$ cat src/rtl/trivium_pkg.sv
// Shared definitions for the Trivium keystream generator.
// Holds state/key/IV widths, the FSM state encodings and FIFO condition codes.
// No logic lives here; both the core and the top import it.
package trivium_pkg;

    localparam int STATE_W           = 288;
    localparam int KEY_W             = 80;
    localparam int IV_W              = 80;
    localparam int WARMUP_ROUNDS_DEF = 1152;

    // FIFO condition codes as reported by the downstream byte FIFO
    localparam logic [1:0] COND_EMPTY = 2'b00;
    localparam logic [1:0] COND_PART  = 2'b10;
    localparam logic [1:0] COND_FULL  = 2'b11;

    // FSM state encoding
    typedef logic [2:0] fsm_state_t;
    localparam fsm_state_t ST_IDLE   = 3'd0;
    localparam fsm_state_t ST_LOAD   = 3'd1;
    localparam fsm_state_t ST_WARMUP = 3'd2;
    localparam fsm_state_t ST_RUN    = 3'd3;
    localparam fsm_state_t ST_FLUSH  = 3'd4;

endpackage

$ cat src/rtl/trivium_core.sv
// Trivium 288-bit state register and round function; z is the keystream bit of the current state.
// Latency: z is combinational from the state; load/advance take effect on the next clk edge.
// Backpressure: advance=0 freezes the state, so the caller can stall without losing bits.
module trivium_core
    import trivium_pkg::*;
(
    input  logic             clk,
    input  logic             rst,
    input  logic             load,
    input  logic             advance,
    input  logic [KEY_W-1:0] key,
    input  logic [IV_W-1:0]  iv,
    output logic             z
);

    // s[i] holds Trivium bit s(i+1)
    logic [STATE_W-1:0] s;
    logic t1, t2, t3;
    logic t1_fb, t2_fb, t3_fb;

    // Output taps and nonlinear feedback of the three shift registers
    always_comb begin
        t1    = s[65]  ^ s[92];
        t2    = s[161] ^ s[176];
        t3    = s[242] ^ s[287];
        z     = t1 ^ t2 ^ t3;
        t1_fb = t1 ^ (s[90]  & s[91])  ^ s[170];
        t2_fb = t2 ^ (s[174] & s[175]) ^ s[263];
        t3_fb = t3 ^ (s[285] & s[286]) ^ s[68];
    end

    // Load key/IV layout, or shift all three registers by one round
    always_ff @(posedge clk) begin
        if (rst) begin
            s <= '0;
        end else if (load) begin
            s <= {3'b111, 108'b0, 4'b0, iv, 13'b0, key};
        end else if (advance) begin
            s <= {s[286:177], t2_fb, s[175:93], t1_fb, s[91:0], t3_fb};
        end
    end

endmodule

$ cat src/rtl/trivium_keystream.sv
// Trivium keystream generator: key/IV load, warm-up, then LSB-first bytes written into a FIFO.
// Latency: first fifo_write 1+WARMUP_ROUNDS+8+1 cycles after start is sampled, then one per 8 cycles.
// Backpressure: fifo_cond=FULL holds the pending byte; rounds freeze only when the next byte would complete.
module trivium_keystream
    import trivium_pkg::*;
#(
    parameter int WARMUP_ROUNDS = WARMUP_ROUNDS_DEF,
    parameter int LEN_W         = 16
) (
    input  logic             clk,
    input  logic             rst,
    input  logic [KEY_W-1:0] key,
    input  logic [IV_W-1:0]  iv,
    input  logic [LEN_W-1:0] len,
    input  logic             start,
    input  logic             abort,
    input  logic [1:0]       fifo_cond,
    output logic             fifo_write,
    output logic [7:0]       fifo_din,
    output logic             busy,
    output logic             done
);

    localparam int                WCNT_W    = $clog2(WARMUP_ROUNDS + 1);
    localparam logic [WCNT_W-1:0] WARM_LAST = WCNT_W'(WARMUP_ROUNDS - 1);

    fsm_state_t        state;
    logic [WCNT_W-1:0] warm_cnt;
    logic [2:0]        bit_cnt;
    logic [6:0]        part;       // bits collected so far of the byte being built
    logic              pending;
    logic [7:0]        pend_byte;
    logic [LEN_W-1:0]  gen_left;   // bytes still to be generated
    logic [LEN_W-1:0]  rem;        // bytes still to be written to the FIFO
    logic              z;
    logic              load;
    logic              advance;
    logic              write_now;
    logic              stall;
    logic              abort_now;

    trivium_core u_core (
        .clk     (clk),
        .rst     (rst),
        .load    (load),
        .advance (advance),
        .key     (key),
        .iv      (iv),
        .z       (z)
    );

    // Handshake and round-enable decisions for this cycle
    always_comb begin
        write_now = pending && (fifo_cond != COND_FULL);
        // A byte being written this edge frees the pending slot for the next one
        stall     = (bit_cnt == 3'd7) && pending && !write_now;
        load      = (state == ST_LOAD);
        advance   = (state == ST_WARMUP) || ((state == ST_RUN) && !stall);
        abort_now = abort && ((state == ST_LOAD) || (state == ST_WARMUP) || (state == ST_RUN));
    end

    assign busy = (state != ST_IDLE);

    // FSM, byte packer, pending register and FIFO write strobe
    always_ff @(posedge clk) begin
        if (rst) begin
            state      <= ST_IDLE;
            warm_cnt   <= '0;
            bit_cnt    <= '0;
            part       <= '0;
            pending    <= 1'b0;
            pend_byte  <= '0;
            gen_left   <= '0;
            rem        <= '0;
            fifo_write <= 1'b0;
            fifo_din   <= '0;
            done       <= 1'b0;
        end else begin
            done       <= 1'b0;
            fifo_write <= write_now;
            fifo_din   <= write_now ? pend_byte : 8'h00;
            if (write_now) begin
                pending <= 1'b0;
                if (rem != '0) begin
                    rem <= rem - LEN_W'(1);
                end
            end

            if (abort_now) begin
                // A write issued on this same edge still goes out; everything else is dropped
                state   <= ST_IDLE;
                done    <= 1'b1;
                pending <= 1'b0;
                bit_cnt <= '0;
                part    <= '0;
            end else begin
                case (state)
                    ST_IDLE: begin
                        if (start) begin
                            if (len == '0) begin
                                done <= 1'b1;
                            end else begin
                                gen_left <= len;
                                rem      <= len;
                                state    <= ST_LOAD;
                            end
                        end
                    end
                    ST_LOAD: begin
                        warm_cnt <= '0;
                        bit_cnt  <= '0;
                        part     <= '0;
                        state    <= ST_WARMUP;
                    end
                    ST_WARMUP: begin
                        if (warm_cnt == WARM_LAST) begin
                            state <= ST_RUN;
                        end else begin
                            warm_cnt <= warm_cnt + WCNT_W'(1);
                        end
                    end
                    ST_RUN: begin
                        if (!stall) begin
                            bit_cnt <= bit_cnt + 3'd1;
                            part    <= {z, part[6:1]};
                            if (bit_cnt == 3'd7) begin
                                pending   <= 1'b1;
                                pend_byte <= {z, part};
                                gen_left  <= gen_left - LEN_W'(1);
                                if (gen_left == LEN_W'(1)) begin
                                    state <= ST_FLUSH;
                                end
                            end
                        end
                    end
                    ST_FLUSH: begin
                        if (rem == '0) begin
                            done  <= 1'b1;
                            state <= ST_IDLE;
                        end
                    end
                    default: state <= ST_IDLE;
                endcase
            end
        end
    end

endmodule

$ cat config.mk
export PLATFORM = sky130hd
export DESIGN_NAME = trivium_keystream
export DESIGN_NICKNAME = d
export VERILOG_FILES = /design/src/rtl/trivium_pkg.sv /design/src/rtl/trivium_core.sv /design/src/rtl/trivium_keystream.sv
export SDC_FILE = /design/constraint.sdc
export NUM_CORES = 1
export LEC_CHECK = 0
export BUFFER_PORTS_ARGS = -buffer_cell sky130_fd_sc_hd__buf_2
export CAP_MARGIN = 5
export CORE_AREA = 2 2 194 196
export CTS_CLUSTER_DIAMETER = 200
export DETAILED_ROUTE_END_ITERATION = 7
export DIE_AREA = 0 0 196 198
export HOLD_SLACK_MARGIN = 0.12
export PLACE_DENSITY_LB_ADDON = 0.25
export SLEW_MARGIN = 20
export SYNTH_ARGS = -nofsm -noshare
export SYNTH_HDL_FRONTEND = slang
export SYNTH_SLANG_ARGS = --single-unit
$ cat constraint.sdc
create_clock -name clk -period 3.27 [get_ports clk]
set_input_delay 0.1635 -clock clk [delete_from_list [all_inputs] [get_ports clk]]
set_output_delay 0.1635 -clock clk [all_outputs]
set_load 0.03 [all_outputs]
---- After elaboration in Yosys (flattened, before gate mapping) ----
Cells that the tools add are included.
storage, ports and cells
  flip-flop bits (word level) ............. 363
  input port bits ......................... 182
  output and inout port bits .............. 11
cells by class
  add/sub/neg operators ................... 4
  eq/ne operators ......................... 16
  muxes and demuxes ....................... 36
  bitwise logic cells ..................... 17
  reduce and logical (&&, ||, !) cells .... 27
operators by type and width
  cell                   count
  $mux 288               2
  $mux 16                10
  $logic_not 16->1       2
  $pmux 16 s2            1
  $sub 16x1->16 const B  2
  $mux 3                 8
  $pmux 11 s2            1
  $eq 16x1->1 const B    1
  $reduce_bool 16->1     1
  $pmux 3 s5             1
  $ne 2x2->1 const B     7
  $pmux 7 s2             1
  $add 11x1->11 const B  1
  $eq 11x11->1 const B   1
  $mux 11                1
  $xor 1x1->1            11
  $mux 1                 8
  $reduce_bool 2->1      4
  $mux 7                 1
  $reduce_and 7->1       1
  $eq 3x2->1 const B     2
  $eq 3x3->1 const B     2
  $pmux 3 s2             1
  $reduce_and 6->1       1
  other kinds (15)       29

---- Logic depth before layout (Yosys ltp) ----
  depth in word-level cells ............... 9
  mapped depth ............................ 9

---- Cells and area by module ----
Synthesis repeated with hierarchy kept, for this count alone.
second synthesis, totals
  cell total of the unflattened synthesis .. 1581
  area, all modules ....................... 16505.8 um^2
modules (own cells, without submodules)
  module             times used  cells an instance  area an instance (um^2)  seq. area each (um^2)
  trivium_core       1           1125               12618.4                  5765.5
  trivium_keystream  1           456                3887.5                   1501.4

---- Least setup slack after synthesis ----
OpenSTA, ideal clock, no wires.
  path kind ............................... register to register
  from .................................... register rem[7]
  to ...................................... register rem[1]
  setup time .............................. 0.070 ns
  arrival time ............................ 2.184 ns
  setup slack ............................. 1.016 ns
  stages on the path, launching flop included .. 8
  buffers on the path ..................... 3
  period minus slack after synthesis ...... 2.254 ns
  path through ............................ dfxtp_1 or4_4 buf_6 or4_4 buf_6 buf_8 a311o_1 a21oi_1
on the way
  cells in the longest elaborated chain, start to end .. 7
RTL lines
  item                    RTL line                  source
  from (decl)             trivium_keystream.sv:34   logic [LEN_W-1:0] rem;
  from (signal assigned)  trivium_keystream.sv:85   rem <= rem - LEN_W'(1);
  from (signal assigned)  trivium_keystream.sv:104  rem <= len;
  $reduce_bool 16->1 *    trivium_keystream.sv:84   if (rem != '0) begin
  $mux 16 *               trivium_keystream.sv:84
  $mux 16 *               trivium_keystream.sv:82   if (write_now) begin
  $mux 16                 trivium_keystream.sv:100  if (len == '0) begin
  $mux 16                 trivium_keystream.sv:99   if (start) begin
  $mux 16                 trivium_keystream.sv:97   case (state)
  $mux 16 *               trivium_keystream.sv:89   if (abort_now) begin
Every way passes the cells marked *; elsewhere a longest branch is shown, timed or not.
A chain may end at the register's enable or synchronous reset.

---- Worst setup path in the final report ----
  from .................................... register bit_cnt[0]
  to ...................................... register u_core.s[108]
on the way
  cells in the longest elaborated chain, start to end .. 7
RTL lines
  item                                RTL line                  source
  from (decl)                         trivium_keystream.sv:29   logic [2:0] bit_cnt;
  from (signal assigned)              trivium_keystream.sv:124  bit_cnt <= bit_cnt + 3'd1;
  $eq 3x3->1                          trivium_keystream.sv:56   stall = (bit_cnt == 3'd7) && pending && !write_now;
  $logic_and 1x1->1 (2 in a row)      trivium_keystream.sv:56
  $logic_not 1->1                     -
  $logic_and 1x1->1                   trivium_keystream.sv:58   advance = (state == ST_WARMUP) || ((state == ST_RUN) && !stall);
  $logic_or 1x1->1                    trivium_keystream.sv:58
  $reduce_bool 2->1 (no source line)  -
  to (signal assigned)                trivium_core.sv:37        s <= {3'b111, 108'b0, 4'b0, iv, 13'b0, key};
  to (signal assigned)                trivium_core.sv:39        s <= {s[286:177], t2_fb, s[175:93], t1_fb, s[91:0], t3_fb};
  to (decl)                           trivium_core.sv:17        logic [STATE_W-1:0] s;
No other way between the ends.

==> metrics.md <==
| Metric | Value |
|---|---|
| Status | complete, but fails checks |
| Failing checks | DRC |
| Detailed-route wire length per cell | between 10 and 15 um |
| Max transition margin | 0.351 |
| Critical path arrival | 3.43 ns |
| Tot GR Track Use | 0.190 |
| Sw Pwr | between 5 and 6 mW |
| WL final | approximately 38000 um |
| Final setup violation count | 0 |
| Die H | 198 um |
| Sw Share | 0.371 |
| Mapped Cells | 1755 |
| Pre-CTS WS | 0.710 ns |
| Clock Latency Late Sink | roughly 0.55 ns |
| Main area contributors after synthesis | dfxtp_1 50%, nand2_1 12%, a21oi_1 5.7% |
| I/O pin cnt | 193 |
| Post-CTS resize count | 0 |
| CTS Buffer Depth | 3 |
| Unrepaired setup endpoints after global routing | false |
| Drt pass-1 iters | 8 |
| Internal | 9.99 mW |
| Initial Utilization | 0.392 |
| RePlAce Congestion | 0.856 |
| DRC | 26 |
| Max Cap Viol | 0 |
| Kind of end point of the critical path | register |
| Syn_nets | 1944 |
| FP Rows | between 70 and 80 |
| Final hold viol count | 0 |
| Max Clock Skew | between 0.02 and 0.025 ns |
| Area growth syn-to-layout | 31.4% |
| H-Tree Depth | 2 |
| Cell Area, Synth | about 14000 sq um |
| Largest net degree at the start of global routing | 96 |
| Sequential share of power | 0.375 |
| Tmin final | 2.93 ns |
| Initial drt markers | between 1000 and 1500 |
| Max Freq | around 0.34 GHz |
| Post-DP HPWL | ~22000 um |
| LEAKAGE | 7.00 nW |
| Reg clk slew, reported paths | 0.06 ns |
| Fin. max-slew vios | 0 |
| Clk pwr share | 0.277 |
| CTS tree | done |
| Die area | approximately 39000 sq um |
| Synth top area share | 0.502 |
| Number of synthesized flops with an enable pin | 0 |
| First-pass GRT wire length | between 60000 and 70000 um |
| Root Buffer | clkbuf_16 |
| Die X | 196 um |
| Yosys cell types | just over 60 |
| Vias in the first global route | about 13000 |
| Area leader, netlist | dfxtp_1 |
| Sink Count | 363 |
| Final WS setup | roughly 0.34 ns |
| Slew at the pin closest to its max-slew limit | slightly below 1 ns |
| Core ar. | approximately 37000 sq um |
| Synth Warn # | 0 |
| Vias/cell | between 5 and 6 |
| Required time of the critical path | ~3.8 ns |
| CTS Buf Count | a little over 40 |
| CP Class | register to register |
| Asr flop ratio synth | 0 |
| Vias | around 14000 |
| Gate power share | 0.348 |
| Pwr dens | 834 nW/um^2 |
| VDD IR max | 0.000423 V |
| Port buffer count | 192 |
| CP Max Fanout | about 50 |
| Sequential area share after synthesis | 0.502 |
| Layout Nets | between 2000 and 2500 |
| FF+latch count, synth | around 360 |
| HP Class | input pin to register |
| Startpoint types | register |
| Ys flop type | dfxtp_1 |
| Postcts setup bufs | 0 |
| Sum of negative setup slack | 0 ns |
| Tcrit/Tclk final | 0.896 |
| Fraction of layout cells with a size suffix above 1 | 0.142 |
| Initial antenna violation count | 2 |
| GR Overflow Total | 0 |
| Post-Syn Area per Cell | slightly above 8 sq um |
| DRT antenna net count | 0 |
==> cells in the final DEF, fill, tap and decap left out, types with 4 or more instances in the layout <==
cell,n
xnor2_1,23
buf_12,8
nand4_1,7
or2_2,4
o31ai_1,6
or3_1,7
a311oi_1,81
nand2_1,456
buf_4,17
and2_1,4
and3_1,10
nor4_1,12
nor2_1,210
a222oi_1,79
a21oi_1,164
o22ai_1,6
dfxtp_1,363
nand3_1,25
clkbuf_16,42
ha_1,7
nand4b_1,4
o21a_1,5
buf_2,191
nor3_1,14
clkbuf_8,9
nor3b_1,4
dlygate4sd3_1,194
nand2_4,4
o21ai_0,19
o41ai_1,4
a211oi_1,15
clkbuf_1,14
or4_4,4
mux2i_1,7
xor2_1,10
inv_1,8
==> per-stage QoR <==
step,utilization,std cells,instance area (sq um),hold slack (ns),power [mW]
after floorplan,-,1755,14500,0.300,9.91
after global placement,0.427,2297,15800,0.396,11.1
after detailed placement,0.427,2297,15800,0.404,11.2
after CTS,0.515,2562,19000,0.149,16.0
after global routing,0.515,2564,19000,0.180,16.9
final,0.515,2564,19000,0.197,15.9
==> final timing paths <==
check	slack, ns	cells after the start	from	endpoint
hold reg to reg	0.44	2	u_core.s[85]	u_core.s[86]
setup reg to reg	0.34	7	bit_cnt[0]	u_core.s[108]
hold / removal	0.20	4	fifo_cond[1]	fifo_write
setup / recovery	0.34	7	bit_cnt[0]	u_core.s[108]
==> critical path: stages, from the launching register on <==
cell           delay (ns)
dfxtp_1              0.35
ha_1                 0.17
ha_1                 0.28
a21o_1               0.48
nand2_4              0.45
buf_12               0.33
a311oi_1             0.21
dlygate4sd3_1        0.58
==> cell type report <==
| type | instances | area, sq um |
|---|---|---|
| fill | 3307 | 17900 |
| sequential | 363 | 7270 |
| multi-input combinational | 1235 | 6640 |
| timing repair buffer | 411 | 3200 |
| clock buffer | 65 | 1230 |
| tap | 474 | 593 |
| clock inverter | 6 | 65.1 |
| inverter | 8 | 30.0 |
| antenna | 2 | 5.00 |
==> cells by family after synthesis <==
group,count (synthesis),share of synthesized area
xor+xnor,33,0.0200
simple gates,787,0.226
mux,7,0.00484
fa+ha+maj,7,0.00605
buf+inv,157,0.0426
flops,363,0.502
compound gates,401,0.199
==> routing by layer <==
| layer | wire, um | part of all wire | track usage | vias to the layer above |
|---|---|---|---|---|
| li1 | - | - | - | 6802 |
| met3 | 2020 | 0.053 | 0.0441 | 71 |
| met1 | 17200 | 0.45 | 0.241 | 6421 |
| met5 | 0 | 0 | 0 | - |
| met2 | 18100 | 0.47 | 0.316 | 345 |
| met4 | 844 | 0.022 | 0.0665 | 0 |
==> synth_stat cells (3+ instances only) <==
master,number
nand3_1,25
nor2_1,211
mux2i_1,7
o21a_1,5
a21oi_1,164
nor4_1,12
o31ai_1,6
o32ai_1,3
nor3_1,15
nand4b_1,4
ha_1,7
xor2_1,10
a222oi_1,79
nand4_1,7
dfxtp_1,363
xnor2_1,23
o22ai_1,6
a211oi_1,15
nand2b_1,3
and2_1,4
or2_2,4
or3_1,7
or4_4,4
buf_1,3
and3_1,10
o21ai_0,19
clkbuf_1,142
o31a_1,3
nand2_1,460
o41ai_1,4
inv_1,8
nor3b_1,5
a311oi_1,81
==> state kept, by name, summed over array words and instances, names as in the netlist, 3 cells and up <==
register,count
bit_cnt,3
fifo_din,8
gen_left,16
part,7
pend_byte,8
rem,16
state,3
u_core.s,288
warm_cnt,11
==> power by group through the flow <==
stage	sequential [mW]	clock, mW	combinational (mW)
after CTS	5.94	4.53	5.50
after detailed placement	6.02	0	5.22
after global placement	5.99	0	5.10
final	5.96	4.40	5.52
after floorplan	5.83	0	4.08
after global routing	6.06	4.71	6.17
==> repair_timing <==
item / in CTS / in global routing
endpoints found under the setup margin: 0 / 0
hold endpoints to repair: 196 / 0
hold buffers: 194 / 0
No activity file was read; power rests on OpenSTA's default activity.
